### src/rtl/mmio_uart_tx.sv
// Memory-mapped 8N1 UART transmitter with a small TX FIFO and level irq.
// Define UART_TX_PARITY_EN to add an optional parity bit (CTRL[3:2]).
module mmio_uart_tx #(
    parameter int                 WIDTH      = 32,
    parameter logic [WIDTH-1:0]   BASE_ADDR  = 32'h0000_1000,
    parameter int                 FIFO_DEPTH = 4,
    parameter logic [15:0]        DIV_RESET  = 16'd867
) (
    input  logic             clk,
    input  logic             rst,
    input  logic [WIDTH-1:0] addr,
    input  logic [WIDTH-1:0] wdata,
    input  logic             we,
    input  logic [1:0]       bhw,
    output logic [WIDTH-1:0] rdata,
    output logic             sel,
    output logic             tx,
    output logic             irq
);

    localparam int AW = $clog2(FIFO_DEPTH);
    localparam int CW = AW + 1;

`ifdef UART_TX_PARITY_EN
    typedef enum logic [2:0] {IDLE, START, DATA, PARITY, STOP} state_t;
`else
    typedef enum logic [2:0] {IDLE, START, DATA, STOP} state_t;
`endif

    logic [7:0]    mem [FIFO_DEPTH];
    logic [AW-1:0] rd_ptr, wr_ptr;
    logic [CW-1:0] count;
    logic          full, empty, overflow;
    logic [15:0]   div;
    logic          tx_en, irq_en;
`ifdef UART_TX_PARITY_EN
    logic          parity_en, odd;
    logic          par, par_n;
`endif

    state_t      state, state_n;
    logic [15:0] cnt, cnt_n, bit_div, bit_div_n;
    logic [7:0]  shreg, shreg_n;
    logic [2:0]  bit_idx, bit_idx_n;
    logic        tx_n, pop, push, load, bound, busy;
    logic [1:0]  idx;
    logic        wr;
    logic        unused;

    assign sel    = (addr[WIDTH-1:4] == BASE_ADDR[WIDTH-1:4]);
    assign idx    = addr[3:2];
    assign wr     = sel && we;
    assign full   = (count == CW'(FIFO_DEPTH));
    assign empty  = (count == '0);
    assign push   = wr && (idx == 2'd0) && !full;
    assign busy   = (state != IDLE);
    assign bound  = (cnt == bit_div);
    assign unused = ^{bhw, addr[1:0], wdata};

    // Next-state logic; a finished stop bit chains straight into the next start.
    always_comb begin
        state_n   = state;
        cnt_n     = cnt + 16'd1;
        bit_div_n = bit_div;
        shreg_n   = shreg;
        bit_idx_n = bit_idx;
        tx_n      = tx;
        load      = 1'b0;
`ifdef UART_TX_PARITY_EN
        par_n     = par;
`endif
        case (state)
            IDLE: begin
                cnt_n = '0;
                tx_n  = 1'b1;
                load  = tx_en && !empty;
            end
            START: begin
                if (bound) begin
                    cnt_n     = '0;
                    bit_div_n = div;
                    tx_n      = shreg[0];
                    bit_idx_n = '0;
                    state_n   = DATA;
                end
            end
            DATA: begin
                if (bound) begin
                    cnt_n     = '0;
                    bit_div_n = div;
                    if (bit_idx == 3'd7) begin
                        tx_n    = 1'b1;
                        state_n = STOP;
`ifdef UART_TX_PARITY_EN
                        if (parity_en) begin
                            tx_n    = par ^ odd;
                            state_n = PARITY;
                        end
`endif
                    end else begin
                        shreg_n   = shreg >> 1;
                        tx_n      = shreg[1];
                        bit_idx_n = bit_idx + 3'd1;
                    end
                end
            end
`ifdef UART_TX_PARITY_EN
            PARITY: begin
                if (bound) begin
                    cnt_n     = '0;
                    bit_div_n = div;
                    tx_n      = 1'b1;
                    state_n   = STOP;
                end
            end
`endif
            STOP: begin
                if (bound) begin
                    cnt_n     = '0;
                    bit_div_n = div;
                    tx_n      = 1'b1;
                    state_n   = IDLE;
                    load      = tx_en && !empty;
                end
            end
            default: state_n = IDLE;
        endcase
        pop = load;
        if (load) begin
            shreg_n   = mem[rd_ptr];
            bit_div_n = div;
            cnt_n     = '0;
            tx_n      = 1'b0;
            state_n   = START;
`ifdef UART_TX_PARITY_EN
            par_n     = ^mem[rd_ptr];
`endif
        end
    end

    always_ff @(posedge clk or negedge rst) begin
        if (!rst) begin
            state   <= IDLE;
            cnt     <= '0;
            bit_div <= '0;
            shreg   <= '0;
            bit_idx <= '0;
            tx      <= 1'b1;
            irq     <= 1'b0;
`ifdef UART_TX_PARITY_EN
            par     <= 1'b0;
`endif
        end else begin
            state   <= state_n;
            cnt     <= cnt_n;
            bit_div <= bit_div_n;
            shreg   <= shreg_n;
            bit_idx <= bit_idx_n;
            tx      <= tx_n;
            irq     <= irq_en && empty && !busy;
`ifdef UART_TX_PARITY_EN
            par     <= par_n;
`endif
        end
    end

    always_ff @(posedge clk) begin
        if (push) mem[wr_ptr] <= wdata[7:0];
    end

    // Fullness is taken before the pop, so a push to a full FIFO always drops.
    always_ff @(posedge clk or negedge rst) begin
        if (!rst) begin
            rd_ptr   <= '0;
            wr_ptr   <= '0;
            count    <= '0;
            overflow <= 1'b0;
            div      <= DIV_RESET;
            tx_en    <= 1'b0;
            irq_en   <= 1'b0;
`ifdef UART_TX_PARITY_EN
            parity_en <= 1'b0;
            odd       <= 1'b0;
`endif
        end else begin
            if (push) wr_ptr <= wr_ptr + AW'(1);
            if (pop)  rd_ptr <= rd_ptr + AW'(1);
            count <= count + CW'(push) - CW'(pop);
            if (wr) begin
                case (idx)
                    2'd0: if (full) overflow <= 1'b1;
                    2'd1: if (wdata[3]) overflow <= 1'b0;
                    2'd2: div <= wdata[15:0];
                    default: begin
                        tx_en  <= wdata[0];
                        irq_en <= wdata[1];
`ifdef UART_TX_PARITY_EN
                        parity_en <= wdata[2];
                        odd       <= wdata[3];
`endif
                    end
                endcase
            end
        end
    end

    always_comb begin
        rdata = '0;
        if (sel && !we) begin
            case (idx)
                2'd1: begin
                    rdata[3:0]    = {overflow, busy, empty, full};
                    rdata[8 +: CW] = count;
                end
                2'd2: rdata[15:0] = div;
                2'd3: begin
                    rdata[1:0] = {irq_en, tx_en};
`ifdef UART_TX_PARITY_EN
                    rdata[3:2] = {odd, parity_en};
`endif
                end
                default: rdata = '0;
            endcase
        end
    end

endmodule

### config.mk
export PLATFORM = sky130hd
export DESIGN_NAME = mmio_uart_tx
export DESIGN_NICKNAME = d
export VERILOG_FILES = /design/src/rtl/mmio_uart_tx.sv
export SDC_FILE = /design/constraint.sdc
export NUM_CORES = 1
export LEC_CHECK = 0
export CAP_MARGIN = 10
export CORE_ASPECT_RATIO = 0.8
export CORE_MARGIN = 3
export CORE_UTILIZATION = 50
export CTS_CLUSTER_DIAMETER = 60
export DETAILED_ROUTE_END_ITERATION = 8
export HOLD_SLACK_MARGIN = 0.1
export PLACE_DENSITY_LB_ADDON = 0.3
export SKIP_CTS_REPAIR_TIMING = 1
export SLEW_MARGIN = 20
export SYNTH_ARGS = -nofsm -noshare
export SYNTH_HDL_FRONTEND = slang
export SYNTH_SLANG_ARGS = --single-unit
### constraint.sdc
create_clock -name clk -period 8.1 [get_ports clk]
set_input_delay 1.62 -clock clk [delete_from_list [all_inputs] [get_ports clk]]
set_output_delay 1.62 -clock clk [all_outputs]
set_load 0.1 [all_outputs]
# Yosys cells after proc, flatten, opt, wreduce, memory -nomap -nowiden
# Memories as Yosys holds them, arrays and structs flattened.
# Index checks and enable logic that the tools add are counted.
[word_totals] memories=1 input_bits=69 regBits=74 output_inout_bits=35 elab_cells=112 ram_bits=32
[classes] bitwise=1 n_addsub=6 eq_ne=21 n_reduce_logical=31 muxes=38
[mem_list] memory="mem" words=4 width=8 rd=1 rd_clocked_by_memory_dff=0 write_ports=1 line="30" rtl="logic [7:0] mem [FIFO_DEPTH];"
[op_table] op="16-bit two-way mux" n=6
[op_table] op="8-bit two-way mux" n=4
[op_table] op="16-bit case mux with 2 select lines" n=1
[op_table] op="28-bit by 9-bit equality test with 1-bit output, second input constant" n=1
[op_table] op="3-bit two-way mux" n=7
[op_table] op="16-bit by 1-bit adder with 16-bit output, second input constant" n=1
[op_table] op="16-bit equality test" n=1
[op_table] op="2-bit inequality test, second input constant" n=7
[op_table] op="3-bit inequality test, second input constant" n=4
[op_table] op="3-bit case mux with 2 select lines" n=2
[op_table] op="3-bit case mux with 4 select lines" n=1
[op_table] op="4-bit AND reduction" n=3
[op_table] op="1-bit two-way mux" n=10
[op_table] op="2-bit nonzero test" n=5
[op_table] op="1-bit logical AND" n=7
[op_table] op="3-bit by 2-bit equality test with 1-bit output, second input constant" n=2
[op_table] op="3-bit equality test, second input constant" n=2
[op_table] op="3-bit logical NOT" n=2
[op_table] op="2-bit case mux with 3 select lines" n=1
[op_table] op="2-bit AND reduction" n=3
[op_table] op="3-bit OR reduction" n=2
[op_table] op="5-bit two-way mux" n=1
[op_table] op="5-bit AND reduction" n=1
[op_table] op="5-bit nonzero test" n=1
[op_table] op="other kinds (16)" n=22

# Longest topological paths before layout
# Gate-level depths: netlist of run 1.
[logic_depth] ltp_word=7 mapped_depth=15 mapped_depth_nobuf=13

# Worst setup path before layout of run 1
# No wires, ideal clock.
[synth_path] kind="input -> output" from="input port addr[13]" to="output port rdata[0]" arrival_time_ns=4.739 path_buffers=1 required_time_ns=6.480 slack_ns=1.741 path_stages=5 cell_sequence="nor4b_1 > nand4_1 > nor3_1 > clkbuf_1 > nor3b_1"
[synth_via] elab_chain_len=3
[synth_lines] item="start, declared" line="11" rtl="input logic [WIDTH-1:0] addr,"
[synth_lines] item="28-bit by 9-bit equality test with 1-bit output" line="50" rtl="assign sel = (addr[WIDTH-1:4] == BASE_ADDR[WIDTH-1:4]);"
[synth_lines] item="1-bit logical AND" line="209" rtl="if (sel && !we) begin"
[synth_lines] item="16-bit two-way mux" line="209"
[synth_lines] item="end, declared" line="15" rtl="output logic [WIDTH-1:0] rdata,"
# No other way between the ends.

# Worst setup path in the final report of run 1
[layout_path] from="input port addr[2]" to="output port rdata[0]"
[layout_via] elab_chain_len=3 word_cells_on_any_way=5 classes_between="3 x eq/ne; 2 x mux"
[layout_lines] item="2-bit equality test / 2-bit by 1-bit equality test with 1-bit output (equally long branches)" line="210" rtl="case (idx)"
[layout_lines] item="2-bit case mux with 3 select lines (*)" line="210"
[layout_lines] item="16-bit two-way mux (*)" line="209"
# Mark *: on every way between the ends. The rest lies on a longest branch, timed or not.

==> results of run 1 <==
==> critical path, cell delays in order <==
cell and delay (ps):
sky130_fd_sc_hd__clkdlybuf4s50_1 460, sky130_fd_sc_hd__inv_1 130, sky130_fd_sc_hd__ha_1 520, sky130_fd_sc_hd__a22o_1 230, sky130_fd_sc_hd__a31oi_1 50, sky130_fd_sc_hd__nor3b_1 260
sky130_fd_sc_hd__clkdlybuf4s50_1 1190
==> flip-flops by register name, indices dropped and copies added, names as in the netlist <==
register	cells
bit_idx	3
wr_ptr	2
irq_en	1
tx_en	1
tx	1
count	3
cnt	16
state	2
div	16
bit_div	16
overflow	1
shreg	8
mem	32
irq	1
rd_ptr	2
==> power groups by stage <==
stage	logic (mW)	registers [mW]	clock network, mW
floorplan	0.0422	0.557	0
global placement	0.0705	0.557	0
detailed placement	0.0715	0.557	0
CTS	0.0716	0.546	0.443
global route	0.0749	0.546	0.464
finish	0.0708	0.546	0.434
==> per-stage QoR <==
| stage | area (µm²) | hold slack [ps] |
|---|---|---|
| 6_report | 6132 | 486.3 |
| 4_1_cts | 6132 | 495.0 |
| 3_5_place_dp | 5823 | 484.7 |
| 5_1_grt | 6132 | 517.9 |
| 2_1_floorplan | 5167 | 465.7 |
| 3_3_place_gp | 5823 | 476.2 |
==> final cells by class <==
type	count	area, µm²	share of cell area [%]
clock inverters	7	83.83	1.367
multi-input cells	263	2101	34.26
repair buffers	71	695.7	11.34
clock buffers	9	225.2	3.673
flip-flops and latches	105	2796	45.60
inverters	16	60.06	0.9794
well taps	136	170.2	2.775
==> cells in the final DEF, fill, tap and decap left out, drive strengths merged, types with 2 or more instances in the layout <==
| cell type | Yosys | layout |
|---|---|---|
| dfrtp | 66 | 66 |
| clkdlybuf4s50 | 0 | 66 |
| mux2 | 36 | 36 |
| nor2 | 33 | 33 |
| edfxtp | 32 | 32 |
| xnor2 | 25 | 25 |
| ha | 19 | 19 |
| inv | 16 | 19 |
| conb | 1 | 16 |
| and3 | 14 | 14 |
| nand3 | 12 | 12 |
| nand2 | 11 | 11 |
| xor2 | 10 | 10 |
| a21oi | 9 | 9 |
| clkbuf | 4 | 9 |
| mux4 | 8 | 8 |
| nand4 | 7 | 7 |
| nor4 | 7 | 7 |
| and2 | 7 | 7 |
| o21ai | 7 | 7 |
| mux2i | 7 | 7 |
| dfstp | 7 | 7 |
| a22oi | 5 | 5 |
| a22o | 5 | 5 |
| buf | 28 | 5 |
| nor3 | 4 | 4 |
| nor3b | 4 | 4 |
| clkinv | 0 | 4 |
| a31oi | 3 | 3 |
| nor2b | 2 | 2 |
| nand3b | 2 | 2 |
==> routing by layer <==
| metal | GRT usage [%] | up-vias | routed length [µm] |
|---|---|---|---|
| met5 | 0 | - | 0 |
| met4 | 5.882 | 0 | 138 |
| met3 | 4.715 | 13 | 581 |
| met2 | 27.17 | 113 | 4467 |
| met1 | 25.18 | 1576 | 4601 |
| li1 | - | 1524 | - |
==> kinds of logic after synthesis <==
group,after synthesis,share of synthesized area (%)
AO/OA/AOI/OAI,33,4.235
AND/OR/NAND/NOR,108,11.09
flip-flops,105,54.71
buffers and inverters,48,5.287
multiplexers,51,13.56
XOR/XNOR,35,5.997
adder cells (fa/ha/maj),20,5.043
other,1,0.07337
==> cells in the mapped netlist (6+ instances only) <==
library cell | count | area [µm²]
sky130_fd_sc_hd__dfrtp_1 | 66 | 1652
sky130_fd_sc_hd__edfxtp_1 | 32 | 960.9
sky130_fd_sc_hd__nor2_1 | 32 | 120.1
sky130_fd_sc_hd__mux2_2 | 26 | 292.8
sky130_fd_sc_hd__xnor2_1 | 25 | 219.0
sky130_fd_sc_hd__buf_4 | 20 | 150.1
sky130_fd_sc_hd__ha_1 | 19 | 237.7
sky130_fd_sc_hd__inv_1 | 16 | 60.06
sky130_fd_sc_hd__and3_1 | 14 | 87.58
sky130_fd_sc_hd__nand3_1 | 12 | 60.06
sky130_fd_sc_hd__nand2_1 | 11 | 41.29
sky130_fd_sc_hd__mux2_4 | 10 | 150.1
sky130_fd_sc_hd__xor2_1 | 10 | 87.58
sky130_fd_sc_hd__a21oi_1 | 9 | 45.04
sky130_fd_sc_hd__mux4_2 | 8 | 180.2
sky130_fd_sc_hd__and2_1 | 7 | 43.79
sky130_fd_sc_hd__dfstp_2 | 7 | 183.9
sky130_fd_sc_hd__mux2i_1 | 7 | 70.07
sky130_fd_sc_hd__nand4_1 | 7 | 43.79
sky130_fd_sc_hd__nor4_1 | 7 | 43.79
sky130_fd_sc_hd__o21ai_0 | 7 | 35.03
sky130_fd_sc_hd__buf_2 | 6 | 30.03
==> final timing paths <==
kind	end	cells after the start	slack (ps)
max	rdata[0]	7	2010
min	tx	2	490
max reg2reg	count[2]	13	5160
min reg2reg	tx	2	490
max in group asynchronous	div[15]	2	6030
min in group asynchronous	cnt[11]	2	1480
==> results, run 1 <==
- The run finished with clean final reports.
- The vertical die dimension is 96.43 µm.
- The gate count of the mapped netlist is 401.
- The classification of the worst-slack hold path is flop to flop.
- The number of nets at the end of the flow is 555.
- The type of the worst setup path is primary input to primary output.
- The source-to-sink clock delay at the later pin of the worst-skew pair is 350 ps.
- The part of the total power dissipated in sequential elements is 52.0%.
- The area added between synthesis and finish is 19.98%.
- The final count of hold timing violations came to 0.
- The utilization of the core after routing is 62.51%.
- The total half-perimeter wirelength after legalization and detailed placement is 7.154 mm.
- The number of search-and-repair iterations in the first detailed-routing pass is 6.
- The worst slack at placement is 2072 ps.
- The repair_antennas step left the layout with diodes totalling 0.
- The total overflow left after global routing is 0.
- The share of total power in combinational logic is 6.7%.
- Sequential elements use 54.71% of the synthesized area.
- The analysis attributes to net switching a power of 0.2622 mW.
- In this run switching power makes up 24.95% of total power.
- The die covers 0.01148 mm².
- The worst setup path is captured at a primary output.
- The startpoint of the lowest-slack hold path is tx.
- After routing, the total negative slack on setup checks comes to 0 ps.
- The internal portion of total power is 0.7885 mW.
- Counting along the longest clock path gives a buffer depth of 2.
- Entering global routing, the biggest net connects 74 pins.
- After floorplanning, the core was divided into 32 placement rows.
- Excluding fillers, the count of instances in the completed layout stands at 607.
- After clock tree synthesis, the clock-pin slew on the worst setup and hold paths is 70 ps.
- Setup repair after global routing left no endpoint under its margin.
- Across all setup checks in the final design, the least slack found is 2010 ps.
- Among all flip-flop cells after synthesis, the most frequent one is sky130_fd_sc_hd__dfrtp_1.
- Synthesis inferred 105 register bits.
- The proportion of synthesized flip-flops having asynchronous set or reset is 69.52%.
- The share of layout cells above drive strength 1 is 15.71%.
- Timing would allow up to 164.2 MHz.
- At the worst endpoint, the required time is 6480 ps.
- The total power is 1.051 mW.
- The width of the die is 119.0 µm.
- The layout has 751 filler cells.
- The endpoint arrival time on the critical path is 4470 ps.
- The H-tree was split into 3 levels.
- After detailed routing, the number of remaining DRC violations is 0.
- In the final routed layout, each cell accounts on average for 16.13 µm.
- In the global route stage, overall resource usage came out at 17.85%.
- The core region is 0.009809 mm².
- Setup violations remaining at the end of the flow were counted as 0.
- TritonCTS built the clock tree.
- The clock network power share is 41.3%.
- The max-cap violation count is 0.
- Along the worst path, the maximum fanout reaches 17.
- The average via count per standard cell is 5.315.
- The worst setup path is launched from a primary input.
- Measured against its own limit, the worst slew margin works out to 34.07%.
- The I/O pin count is 104.
- The first-iteration detailed-routing DRC count is 239.
- The clock sink count is 105.
- The number of buffers added on ports is 67.
- The ratio of final minimum period to clock period is 75.18%.
- The root buffer cell is sky130_fd_sc_hd__clkbuf_16.
- Summed over all layers, the routed wires come to 9.789 mm.
- The transition time of the tightest slew-check pin is 985.9 ps.
- The number of enable flip-flop cells after synthesis is 32.
- The initial antenna violation count is 0.
- The number of placed instances, taps included, is 591.
- The clock arrives with 9.447 ps of skew.
- The average instance in the mapped netlist occupies 12.75 µm².
- The number of pins with negative max-slew slack in the final report is 0.
- The mapped netlist covers 0.005111 mm².
- The first global-routing pass estimated 15.90 mm of wire.
- The time the final worst path needs with I/O delays and setup is 6090 ps.
- The number of CTS-inserted buffers is 9.
- The count of antenna-violating nets left after detailed routing is 0.
- The starting density of the core is 52.10%.
- The power density over the cells is 171.3 mW/mm².
- The detailed-route via count is 3226.
- Summed over all cells, the static leakage comes to 2.655 nW.
- The congestion estimate from routability-driven global placement came to 0.8138.
- The worst supply voltage drop on vdd is 0.0001310 V.
- The worst register-to-register path begins at state[1].
- During synthesis, Yosys emitted a total of 0 warnings.
- The distinct cell type count of the synthesized netlist is 44.
- Tracing the worst setup path back leads to its startpoint at addr[2].
- The via count of the first global-routing pass is 3146.
Note: power is estimated with default switching activity, not from simulation.
==> inputs of run 2 (changes only) <==
==> constraint.sdc (replaced) <==
create_clock -name clk -period 5.73 [get_ports clk]
set_input_delay 1.146 -clock clk [delete_from_list [all_inputs] [get_ports clk]]
set_output_delay 1.146 -clock clk [all_outputs]
set_load 0.1 [all_outputs]
==> results, run 2 (same netlist as run 1, synthesis figures left out) <==
- The clock sink count is 105 (unchanged).
- The max-cap violation count is 0 (unchanged).
- The run finished with clean final reports.
- The routed wire length is 9.834 mm (+0.46%).
- The weighted congestion reported at the end of routability-driven placement was 0.8070 (-0.84%).
- The placement row count is 32 (unchanged).
- The pin count of the biggest net entering global routing came to 74 (unchanged).
- The via count of the first global-routing pass is 3138 (-0.25%).
- The worst setup path is launched from a primary input.
- The maximum clock skew at final layout came to 7.749 ps (-1.698 ps).
- Timing would allow up to 234.0 MHz.
- The combined global-route utilization of all metal layers came to 17.61% (-0.24 points).
- The diode insertion count for antenna repair was 0 (unchanged).
- The worst path buffer plus inverter count is 3 (unchanged).
- Traced cell by cell, the critical path runs through clkdlybuf4s50_1 > inv_1 > ha_1 > a22o_1 > a31oi_1 > nor3b_1 > buf_4.
- The number of buffers added on ports was 67 (unchanged).
- The sort of element at the end of the critical path is a primary output.
- The post-route DRC violation count is 0 (unchanged).
- The width of the die is 119.0 µm (unchanged).
- The endpoint arrival time on the critical path is 3130 ps (-1340 ps).
- The highest cell delay on the worst timing path came to 520 ps (-670 ps).
- The capture point of the worst reg-to-reg path is count[2].
- The internal portion of total power is 1.191 mW (+51%).
- The switching component of the power is 0.3434 mW (+31%).
- The clock transition time at the flip-flop clock pins of the worst setup and hold paths is 70 ps (about the same).
- The root buffer cell is sky130_fd_sc_hd__clkbuf_16.
- The slack of the worst reg-to-reg path came to 2720 ps (-2440 ps).
- The number of search-and-repair iterations in the first detailed-routing pass is 4 (-2).
- Leaving out fill and tap cells, the most frequent cell in the layout is sky130_fd_sc_hd__dfrtp_1.
- The share of layout cells above drive strength 1 is 19.11% (+3.4 points).
- The starting density of the core came to 52.10% (unchanged).
- The transition time of the tightest slew-check pin was 969.7 ps (-16.20 ps).
- In the finished design, the share of the clock period the worst path needs comes to 74.57%.
- The count of antenna-violating nets left after detailed routing is 0 (unchanged).
- The vertical die dimension came to 96.43 µm (unchanged).
- After layout, the minimum clock period comes to 4273 ps.
- The cell count along the critical path came to 7 (unchanged).
- The total power is 1.535 mW (+46%).
- The leakage power summed over all cells is 2.700 nW (+1.7%).
- The average via count per standard cell was 5.287 (-0.53%).
- The power density over the cells is 251.3 mW/mm² (+47%).
- The number of cells on the worst reg-to-reg path came to 13 (unchanged).
- The switching part of the total power was 22.38% (-2.6 points).
- The start of the worst register-to-register path is state[0].
- The maximum fanout along the worst path was 17 (unchanged).
- TritonCTS built the clock tree.
- The initial antenna violation count is 0 (unchanged).
- The flip-flop count of the largest register after layout is 32 (unchanged).
- The number of nets at the end of the flow is 555 (unchanged).
- The number of pins with negative max-slew slack in the final report came to 0 (unchanged).
- The wire length per cell was 16.20 µm (+0.46%).
- The worst slack at placement is 1472 ps (-600.4 ps).
- The final count of hold timing violations came to 0 (unchanged).
- The dominant delay contributor by cell family on the critical path is buffers and inverters.
- The type of the worst setup path is primary input to primary output.
- The maximum clock path buffer count is 2 (unchanged).
- The detailed-route via count is 3209 (-0.53%).
- The normalized max-slew margin was 35.15% (+1.1 points).
- The wire length of the first global-routing pass is 15.79 mm (-0.74%).
- In the layout the commonest cells are sky130_fd_sc_hd__dfrtp_1, sky130_fd_sc_hd__clkdlybuf4s50_1, sky130_fd_sc_hd__nor2_1, sky130_fd_sc_hd__edfxtp_1, sky130_fd_sc_hd__mux2_2.
- Setup repair after global routing left no endpoint under its margin.
- The final number of setup-violating endpoints is 0 (unchanged).
- The worst supply voltage drop on vdd is 0.0001447 V (+10%).
- The total half-perimeter wirelength after legalization and detailed placement is 7.024 mm (-1.8%).
- The area of the placeable core is 0.009809 mm² (unchanged).
- From synthesis to final layout, the design area changed by 19.49%.
- In this run the worst setup path begins at addr[2].
- The share of total power in combinational logic is 6.5% (-0.2 points).
- The source-to-sink clock delay at the later pin of the worst-skew pair is 340 ps (about the same).
- The I/O pin count is 104 (unchanged).
- The clock network power share is 43.1% (+1.8 points).
- The die area is 0.01148 mm² (unchanged).
- The first-iteration detailed-routing DRC count is 151 (-37%).
- The number of CTS-inserted buffers was 9 (unchanged).
- The classification of the worst-slack hold path is flop to flop.
- The worst-case setup margin in the final layout is 1457 ps (-553.2 ps).
- The final global-route overflow total came to 0 (unchanged).
- The number of H-tree levels is 3 (unchanged).
- Among all stages on the critical path, the largest delay is contributed by sky130_fd_sc_hd__ha_1.
- The setup TNS after final layout is 0 ps (unchanged).
- Counting flops per register, the top entry is mem.
- The part of the total power dissipated in sequential elements is 50.3% (-1.7 points).
- The critical path data required time is 4580 ps (-1900 ps).
- The worst setup path endpoint is rdata[0].
run 2: cell types whose count changed in the layout (fill, tap and decap cells not counted):
| cell | before | now |
|---|---|---|
| sky130_fd_sc_hd__buf_4 | 4 | 21 |
| sky130_fd_sc_hd__clkdlybuf4s50_1 | 66 | 49 |
| sky130_fd_sc_hd__clkinv_8 | 3 | 0 |
| sky130_fd_sc_hd__bufinv_16 | 0 | 2 |
| sky130_fd_sc_hd__inv_6 | 3 | 1 |
| sky130_fd_sc_hd__clkinv_1 | 0 | 1 |
| sky130_fd_sc_hd__clkinv_4 | 1 | 2 |
| sky130_fd_sc_hd__inv_8 | 0 | 1 |
run 2: power by group through the flow:
| stage | registers, mW | clock network [mW] | logic, mW |
|---|---|---|---|
| after floorplan | 0.788 | 0 | 0.0596 |
| after global placement | 0.787 | 0 | 0.0996 |
| after detailed placement | 0.787 | 0 | 0.101 |
| after CTS | 0.772 | 0.674 | 0.102 |
| after global routing | 0.772 | 0.706 | 0.106 |
| final | 0.772 | 0.662 | 0.100 |
run 2: through the flow:
step	cells	hold slack, ps	util (%)	cell area (µm²)
CTS	607	495.6	62.26	6107
global placement	591	478.3	58.93	5781
detailed placement	591	485.6	58.93	5781
global route	607	536.1	62.26	6107
finish	607	492.2	62.26	6107
floorplan	416	465.7	-	5167
run 2: area by class of cell:
class | count | area (µm²)
clock inverter | 7 | 101.3
tap | 136 | 170.2
fill | 747 | 3702
sequential | 105 | 2796
clock buffer | 9 | 225.2
multi-input combinational | 263 | 2101
inverter | 16 | 60.06
timing repair buffer | 71 | 653.1
run 2: routing by layer:
| metal | track usage [%] | up-vias | wire (µm) |
|---|---|---|---|
| li1 | - | 1522 | - |
| met1 | 24.58 | 1587 | 4702 |
| met3 | 4.133 | 8 | 480 |
| met2 | 28.58 | 92 | 4571 |
| met5 | 0 | - | 0 |
| met4 | 3.761 | 0 | 80 |
run 2: worst reg2reg max path: cells and delay by family, from the launching register on:
family          cells  cell delay [ps]
simple gates        2              630
fa+ha+maj           4             1090
flops               1              420
buf+inv             4              300
xor+xnor            2              390
compound gates      1               90
run 2: worst min-delay path by stage:
stage	from	endpoint	slack (ps)	cells after the start
final	tx	tx	490	2
after global routing	tx	tx	540	2
after global placement	tx	tx	480	2
after CTS	tx	tx	500	2
after floorplan	bit_idx[0]	bit_idx[0]	470	1
after detailed placement	tx	tx	490	2
==> inputs of run 3 (changes only) <==
==> constraint.sdc (replaced) <==
create_clock -name clk -period 4.35 [get_ports clk]
set_input_delay 0.87 -clock clk [delete_from_list [all_inputs] [get_ports clk]]
set_output_delay 0.87 -clock clk [all_outputs]
set_load 0.1 [all_outputs]
==> results, run 3 (same netlist as run 1, synthesis figures left out) <==
- The count of antenna-violating nets left after detailed routing came to 0 (unchanged).
- The final global-route overflow total came to 0 (unchanged).
- The area of the placeable core is 0.009809 mm² (unchanged).
- The endpoint arrival time on the critical path came to 2760 ps (-370 ps).
- The number of CTS-inserted buffers was 9 (unchanged).
- The via count of the first global-routing pass is 3395 (+8.2%).
- Relative to the synthesized area, the layout overhead comes to 23.53%.
- The detailed-route via count is 3228 (+0.59%).
- The first-iteration detailed-routing DRC count is 213 (+41%).
- The critical path goes through clkdlybuf4s50_1 > nor4b_1 > nand4_1 > nor3_1 > buf_4 > nand2_1 > nor2_1 > buf_12.
- The sort of element at the end of the critical path is a primary output.
- The start of the worst register-to-register path is state[0].
- The clock sink count came to 105 (unchanged).
- The register with the most flip-flops in the final layout is mem.
- The maximum clock skew at final layout was 11.50 ps (+3.751 ps).
- The power density over the cells is 315.7 mW/mm² (+26%).
- The share of layout cells above drive strength 1 was 19.92% (+0.81 points).
- The weighted congestion reported at the end of routability-driven placement is 0.8397 (+4.1%).
- The min-delay analysis places its worst path in the category flop to flop.
- The number of buffers added on ports was 67 (unchanged).
- The worst register-to-register path ends at count[2].
- The worst path uses 83.37% of the clock period.
- The placement row count is 32 (unchanged).
- The pin count of the biggest net entering global routing is 45 (-39%).
- By startpoint and endpoint, the worst setup path is classified as primary input to primary output.
- The number of cells on the worst reg-to-reg path is 14 (+1).
- The setup TNS after final layout came to 0 ps (unchanged).
- The maximum clock frequency is 275.7 MHz.
- The smallest hold slack is 483.3 ps (-8.911 ps).
- The flip-flop count of the largest register after layout was 32 (unchanged).
- The average via count per standard cell is 5.309 (+0.43%).
- The starting density of the core was 52.10% (unchanged).
- The top cell types in the final layout, fill and taps aside, are sky130_fd_sc_hd__dfrtp_1, sky130_fd_sc_hd__clkdlybuf4s50_1, sky130_fd_sc_hd__edfxtp_1.
- The flow ran to the end, and the final reports show no timing, DRC or antenna violations.
- The die area was 0.01148 mm² (unchanged).
- The part of the total power dissipated in sequential elements is 51.0% (+0.7 points).
- The worst path needs 3627 ps of the cycle, external delays included.
- The normalized max-slew margin was 35.47% (+0.31 points).
- The vertical die dimension is 96.43 µm (unchanged).
- The clock network power share is 42.3% (-0.8 points).
- The wire length of the first global-routing pass is 16.98 mm (+7.6%).
- The diode insertion count for antenna repair was 0 (unchanged).
- The max-cap violation count is 0 (unchanged).
- The maximum fanout along the worst path came to 12 (-5).
- The switching part of the total power is 23.81% (+1.4 points).
- The worst supply voltage drop on vdd is 0.0001798 V (+24%).
- The initial antenna violation count is 0 (unchanged).
- The source-to-sink clock delay at the later pin of the worst-skew pair is 360 ps (+20 ps).
- The combined global-route utilization of all metal layers is 19.42% (+1.8 points).
- The routed wire length came to 10.44 mm (+6.2%).
- The critical path startpoint category is a primary input.
- The maximum clock path buffer count was 2 (unchanged).
- The total half-perimeter wirelength after legalization and detailed placement is 7.464 mm (+6.3%).
- The leakage power summed over all cells is 2.741 nW (+1.5%).
- The share of total power in combinational logic came to 6.7% (+0.2 points).
- Setup repair after global routing left no endpoint under its margin.
- The internal portion of total power is 1.519 mW (+27%).
- The transition time of the tightest slew-check pin came to 965.0 ps (-4.670 ps).
- The critical path data required time is 3480 ps (-1100 ps).
- The post-route DRC violation count came to 0 (unchanged).
- The critical path ends at rdata[10].
- The final count of hold timing violations is 0 (unchanged).
- The clock transition time at the flip-flop clock pins of the worst setup and hold paths is 70 ps (about the same).
- The final number of setup-violating endpoints is 0 (unchanged).
- The library cell used most frequently in the layout, excluding fill and tap cells, is sky130_fd_sc_hd__dfrtp_1.
- The highest cell delay on the worst timing path is 400 ps (-120 ps).
- The slack of the worst reg-to-reg path is 1290 ps (-1430 ps).
- The I/O pin count came to 104 (unchanged).
- The TritonCTS clock tree is yes.
- The tree is rooted in a sky130_fd_sc_hd__clkbuf_16.
- The number of H-tree levels is 3 (unchanged).
- The width of the die came to 119.0 µm (unchanged).
- For this design, the slowest cell found on the critical path is sky130_fd_sc_hd__clkdlybuf4s50_1.
- The wire length per cell came to 17.17 µm (+6.0%).
- The number of nets at the end of the flow was 556 (+0.18%).
- The most critical setup path has its startpoint at addr[13].
- The number of pins with negative max-slew slack in the final report was 0 (unchanged).
- The number of search-and-repair iterations in the first detailed-routing pass came to 4 (unchanged).
- The switching component of the power was 0.4745 mW (+38%).
## run 3: cell count changes in the layout (fill, tap and decap cells not counted), moves of 2 or more
cell,change
sky130_fd_sc_hd__buf_4,-14
sky130_fd_sc_hd__clkinv_4,-2
sky130_fd_sc_hd__inv_6,+3
sky130_fd_sc_hd__nor3b_1,-2
sky130_fd_sc_hd__nor3b_2,+2
sky130_fd_sc_hd__buf_12,+16
## run 3: power by group through the flow
stage | Sequential [mW] | Combinational [mW] | Clock (mW)
after CTS | 1.02 | 0.134 | 0.857
final | 1.02 | 0.134 | 0.843
after detailed placement | 1.04 | 0.134 | 0
after global routing | 1.02 | 0.141 | 0.898
after global placement | 1.04 | 0.132 | 0
after floorplan | 1.04 | 0.0788 | 0
## run 3: area by class of cell
| cell class | count | area [µm²] |
|---|---|---|
| fillers | 722 | 3496 |
| inverters | 16 | 60.06 |
| clock buffers | 10 | 229.0 |
| flip-flops and latches | 105 | 2796 |
| repair buffers | 72 | 863.3 |
| well taps | 136 | 170.2 |
| multi-input cells | 263 | 2113 |
| clock inverters | 6 | 81.33 |
## run 3: routing by layer
layer | global-route usage, % | part of all wire [%] | vias up
met3 | 5.413 | 7.2 | 17
met5 | 0 | 0 | -
met4 | 6.847 | 1.6 | 0
met1 | 24.76 | 44 | 1578
li1 | - | - | 1526
met2 | 32.39 | 47 | 107
## run 3: stage by stage
| stage | power, mW | setup WS [ps] | util [%] | instance area (µm²) | std cells |
|---|---|---|---|---|---|
| global placement | 1.169 | 613.0 | 61.17 | 6001 | 592 |
| CTS | 2.008 | 678.1 | 64.34 | 6311 | 608 |
| detailed placement | 1.171 | 521.9 | 61.17 | 6001 | 592 |
| global route | 2.056 | 535.2 | 64.36 | 6314 | 608 |
| finish | 1.993 | 723.4 | 64.36 | 6314 | 608 |
| floorplan | 1.116 | 418.5 | - | 5180 | 416 |
## run 3: worst max-delay path, delay by kind of cell
kind                   cells  cell delay, ps
buffers and inverters      3             820
and+or+nand+nor            5            1070
## run 3: worst min-delay path by stage
stage | from | to | cells past startpoint
floorplan | bit_idx[0] | bit_idx[0] | 1
global placement | tx | tx | 2
detailed placement | tx | tx | 2
CTS | tx | tx | 2
global route | tx | tx | 2
finish | tx | tx | 2
